[config.mk]
export PLATFORM = sky130hd
export DESIGN_NAME = stream_unpack
export DESIGN_NICKNAME = d
export VERILOG_FILES = /design/src/rtl/stream_pkg.sv /design/src/rtl/word_fifo.sv /design/src/rtl/stream_unpack.sv
export SDC_FILE = /design/constraint.sdc
export NUM_CORES = 1
export LEC_CHECK = 0
export CAP_MARGIN = 10
export CORE_ASPECT_RATIO = 1.25
export CORE_MARGIN = 4
export CORE_UTILIZATION = 35
export DETAILED_ROUTE_END_ITERATION = 7
export SYNTH_ARGS = -nofsm -noshare
export SYNTH_HDL_FRONTEND = slang
export SYNTH_SLANG_ARGS = --single-unit
[constraint.sdc]
create_clock -name clk -period 3.15 [get_ports clk]
set_input_delay 0.315 -clock clk [delete_from_list [all_inputs] [get_ports clk]]
set_output_delay 0.315 -clock clk [all_outputs]
set_load 0.01 [all_outputs]
[src/rtl/stream_pkg.sv]
// Shared widths, lane geometry and FSM encoding for the stream unpacker.
package stream_pkg;
  localparam int WORD_W     = 64;
  localparam int LANE_W     = 16;
  localparam int LANES      = 4;
  localparam int LANE_IDX_W = $clog2(LANES);

  typedef enum logic [1:0] {
    IDLE  = 2'd0,
    RUN   = 2'd1,
    DRAIN = 2'd2
  } state_t;

  typedef logic [LANES-1:0][LANE_W-1:0] word_t;
endpackage

[src/rtl/word_fifo.sv]
// Show-ahead word FIFO with wrapping pointers, occupancy count and synchronous flush.
module word_fifo #(
  parameter int WIDTH = 64,
  parameter int DEPTH = 4
) (
  input  logic             clk,
  input  logic             rst_n,
  input  logic             flush,
  input  logic             push,
  input  logic [WIDTH-1:0] wdata,
  input  logic             pop,
  output logic [WIDTH-1:0] rdata,
  output logic             full,
  output logic             empty
);
  localparam int AW = $clog2(DEPTH);

  logic [WIDTH-1:0] mem [DEPTH];
  logic [AW-1:0]    wr_ptr, rd_ptr;
  logic [AW:0]      count;
  logic             do_push, do_pop;

  assign full    = count == (AW+1)'(DEPTH);
  assign empty   = count == '0;
  assign do_push = push && !full;
  assign do_pop  = pop && !empty;
  assign rdata   = mem[rd_ptr];

  always_ff @(posedge clk or negedge rst_n) begin
    if (!rst_n) begin
      wr_ptr <= '0;
      rd_ptr <= '0;
      count  <= '0;
    end else if (flush) begin
      wr_ptr <= '0;
      rd_ptr <= '0;
      count  <= '0;
    end else begin
      if (do_push) wr_ptr <= wr_ptr + AW'(1);
      if (do_pop)  rd_ptr <= rd_ptr + AW'(1);
      case ({do_push, do_pop})
        2'b10:   count <= count + (AW+1)'(1);
        2'b01:   count <= count - (AW+1)'(1);
        default: ;
      endcase
    end
  end

  // Storage needs no reset: contents are only observed while count is non-zero.
  always_ff @(posedge clk) begin
    if (do_push && !flush) mem[wr_ptr] <= wdata;
  end
endmodule

[src/rtl/stream_unpack.sv]
// Splits a frame of 64-bit words into 16-bit samples, lane 0 first, with a word FIFO in front.
module stream_unpack
  import stream_pkg::*;
#(
  parameter int FIFO_DEPTH = 4
) (
  input  logic              clk,
  input  logic              rst_n,
  input  logic              start,
  input  logic              abort,
  input  logic [15:0]       frame_words,
  input  logic [WORD_W-1:0] din,
  input  logic              din_valid,
  output logic              din_ready,
  output logic [LANE_W-1:0] dout,
  output logic              dout_valid,
  input  logic              dout_ready,
  output logic              busy,
  output logic              done
);
  state_t                state;
  logic [15:0]           frame_len, word_cnt;
  word_t                 out_reg, fifo_head;
  logic                  out_valid, zero_done;
  logic [LANE_IDX_W-1:0] lane;
  logic                  fifo_full, fifo_empty;
  logic                  din_xfer, dout_xfer, last_lane, load, frame_end;

  assign din_ready  = (state == RUN) && !fifo_full;
  assign din_xfer   = din_valid && din_ready;
  assign dout_xfer  = out_valid && dout_ready;
  assign last_lane  = lane == LANE_IDX_W'(LANES-1);
  // Refill when the register is empty or its last lane leaves this cycle, so no bubble.
  assign load       = !fifo_empty && (!out_valid || (dout_xfer && last_lane));
  assign frame_end  = (state == DRAIN) && dout_xfer && last_lane && fifo_empty;

  assign dout       = out_reg[lane];
  assign dout_valid = out_valid;
  assign busy       = state != IDLE;
  assign done       = zero_done || (frame_end && !abort);

  word_fifo #(
    .WIDTH (WORD_W),
    .DEPTH (FIFO_DEPTH)
  ) u_fifo (
    .clk   (clk),
    .rst_n (rst_n),
    .flush (abort),
    .push  (din_xfer),
    .wdata (din),
    .pop   (load && !abort),
    .rdata (fifo_head),
    .full  (fifo_full),
    .empty (fifo_empty)
  );

  always_ff @(posedge clk or negedge rst_n) begin
    if (!rst_n) begin
      state     <= IDLE;
      frame_len <= '0;
      word_cnt  <= '0;
      out_reg   <= '0;
      out_valid <= 1'b0;
      lane      <= '0;
      zero_done <= 1'b0;
    end else if (abort) begin
      state     <= IDLE;
      word_cnt  <= '0;
      out_reg   <= '0;
      out_valid <= 1'b0;
      lane      <= '0;
      zero_done <= 1'b0;
    end else begin
      zero_done <= 1'b0;
      case (state)
        IDLE: begin
          if (start) begin
            if (frame_words == 16'd0) begin
              zero_done <= 1'b1;
            end else begin
              state     <= RUN;
              frame_len <= frame_words;
              word_cnt  <= '0;
            end
          end
        end
        RUN: begin
          if (din_xfer) begin
            word_cnt <= word_cnt + 16'd1;
            if (word_cnt + 16'd1 == frame_len) state <= DRAIN;
          end
        end
        DRAIN: begin
          if (frame_end) state <= IDLE;
        end
        default: state <= IDLE;
      endcase

      if (load) begin
        out_reg   <= fifo_head;
        out_valid <= 1'b1;
        lane      <= '0;
      end else if (dout_xfer) begin
        lane <= lane + LANE_IDX_W'(1);
        if (last_lane) out_valid <= 1'b0;
      end
    end
  end
endmodule

==> summary.txt <==
DR DRC count - 0
Port Buf Inserts - 105
CTS Buf Count - 40
Cells after Synth - 906
TritonCTS clock tree - done
Area Overhead vs Synth - 20.3%
fillers - 3766
Sink Count - 365
first-pass GRT wire length - 50.7 mm
GRT Overall Usage - 14.3%
layout cells sized above 1 - 18.3%
Placeable Area - 0.0413 mm2
minimum clock period - 2.92 ns
P per Cell Area - 725 mW/mm2
CTS clk-pin slew, worst paths - 0.06 ns
min-delay src - abort
post_cts resized - 0
GPL Wtd Cong - 0.804
Area after DPL - 0.0165 mm2
most common cell after layout, fill and taps aside - edfxtp_1
CP Class - reg -> out
RR Endpoint - state[1]$_DFFE_PN0P_
row count - 83
flop2flop setup slack - 0.77 ns
CTS H-tree lvls - 2
fin crit share - 92.7%
RSZ-0062 raised after global routing - false
Worst setup EP type - primary output
leading post-synthesis cells by cell area - edfxtp_1 (52%), dfrtp_1 (18%), mux4_2 (12%)
largest net degree at the start of global routing - 76
Crit path largest cell delay - 0.61 ns
final wirelength - 32.3 mm
Worst Max-Slew Pin Slew - 1.00 ns
Vias - 8071
Clock Skew - 0.0155 ns
final worst slack - 0.231 ns
r2r worst-path depth - 7
max-slew violations - 0
CTS Hold Bufs - 1
slowest stage cell, crit path - dfrtp_1
Post-synth EDFFs - 256
top-area cell type share of the netlist area - 52.1%
Hold WS - 0.202 ns
leak pwr - 6.07 nW
die width - 192 um
initial antenna violation count - 2
DRT iter0 DRCs - 552
vias in the first global route - 8605
Final Hold Vio Count - 0
status - completed
worst vdd ir - 0.529 mV
Worst-Skew Late Latency - 0.53 ns
initial core utilization - 35.7%
ys flop type - edfxtp_1
r2r startpoint - word_cnt[0]$_DFFE_PN0P_
WP data required - 2.83 ns
DP Worst Slack - 0.600 ns
vias per cell - 5.02
Root Driver - clkbuf_16
commonest cells after routing, fill and taps aside - edfxtp_1 (256), nand2_1 (147), dfrtp_1 (107)
die area - 0.0455 mm2
Synth area leader - edfxtp_1
Avg WL per Cell - 20.1 um
Hold EP - zero_done$_DFF_PN0_
YS warnings - 0
syn avg cell area - 16.3 um2
CP Cell Sequence - buf_4 > mux4_2 > clkdlybuf4s50_1
Remaining Overflow, GRT - 0
I/O Pins - 106
final setup TNS - 0 ns
chip height - 238 um
Startpoint Class - flip-flop
Slew HR - 33.1%
NumNets Final - 1116
number of flip-flops under the largest register name - 256
Max-Cap Viols - 0
kind of path behind the tightest hold check - in -> reg
power after layout - 12.9 mW
net count after synthesis - 999
CP Launch Point - lane[0]$_DFFE_PN0P_
Longest Clk Path Bufs - 3
CP max FO - 12
fmax - 0.343 GHz
Hold Path Stages - 4
async set or reset register ratio after synthesis - 29.9%
WP data arrival - 2.60 ns
final setup vio count - 0
post-DP HPWL - 20.1 mm
Seq/Total Area, Yosys - 70.6%
mapped cell area - 0.0148 mm2
number of synthesized register bits - 365
ANT nets after route - 0
Post-CTS Setup Repair Bufs - 0
number of distinct library cells after synthesis - 54
first-pass iteration count of the detailed router - 4
fin area - 0.0177 mm2
-- synth_stat cells, types with 5 or more instances --
library cell and count:
ha_1 6, clkbuf_1 26, nor2_1 17, nor3_1 7, mux4_2 80, xor2_1 10, buf_2 12, nand2_1 148
xnor2_1 14, mux2i_1 5, o21ai_0 23, mux2_2 17, nand3_1 11, dfrtp_1 109, edfxtp_1 256, nand4_1 9
and2_1 9, buf_1 10, a21oi_1 76, o31ai_1 7
-- power breakdown --
| group | internal [mW] | leakage (nW) | switching, mW | total (mW) |
|---|---|---|---|---|
| clock network | 2.45 | 0.577 | 1.83 | 4.27 |
| logic | 1.26 | 1.74 | 1.36 | 2.63 |
| registers | 5.60 | 3.76 | 0.365 | 5.97 |
| total | 9.31 | 6.07 | 3.55 | 12.9 |
-- cell type report --
cell class,instances,area [um2],share of cell area [%]
inverters,2,7.51,0.0423
flip-flops and latches,365,10400,58.7
diodes,1,2.50,0.0141
clock buffers,50,1050,5.91
clock inverters,23,149,0.839
well taps,552,691,3.89
repair buffers,128,1330,7.50
multi-input cells,486,4090,23.1
-- worst max-delay path: cells and delay by family (launching register included) --
family	cells	cell delay (ns)
buf+inv	2	0.87
flops	1	0.61
mux	1	0.59
-- layer usage --
layer / GRT usage (%) / up-vias / part of all wire, %
met5: 0 / - / 0.040
met4: 3.77 / 2 / 2.2
met3: 3.20 / 50 / 5.2
met2: 24.7 / 175 / 52
met1: 18.3 / 4138 / 41
li1: - / 3706 / -
-- cell families after synthesis --
| group | Yosys count | share of synthesized area, % |
|---|---|---|
| flip-flops | 365 | 70.6 |
| AND/OR/NAND/NOR | 232 | 7.21 |
| AO/OA/AOI/OAI | 121 | 4.54 |
| multiplexers | 102 | 13.9 |
| buffers and inverters | 55 | 1.73 |
| XOR/XNOR | 24 | 1.42 |
| adder cells (fa/ha/maj) | 7 | 0.645 |
-- through the flow --
step / instances / utilization [%]
final: 1607 / 42.9
after global routing: 1607 / 42.9
after CTS: 1606 / 42.9
after detailed placement: 1532 / 40.0
after global placement: 1532 / 40.0
after floorplan: 906 / -
-- worst max path at each step --
stage	end	slack, ns
2_1_floorplan	u_fifo.mem[0][0]$_DFFE_PP_	0.63
3_3_place_gp	u_fifo.mem[2][16]$_DFFE_PP_	0.60
3_5_place_dp	u_fifo.mem[2][16]$_DFFE_PP_	0.60
4_1_cts	dout[6]	0.15
5_1_grt	dout[13]	0.07
6_report	dout[12]	0.23
Power figures use the tool's default switching activity.
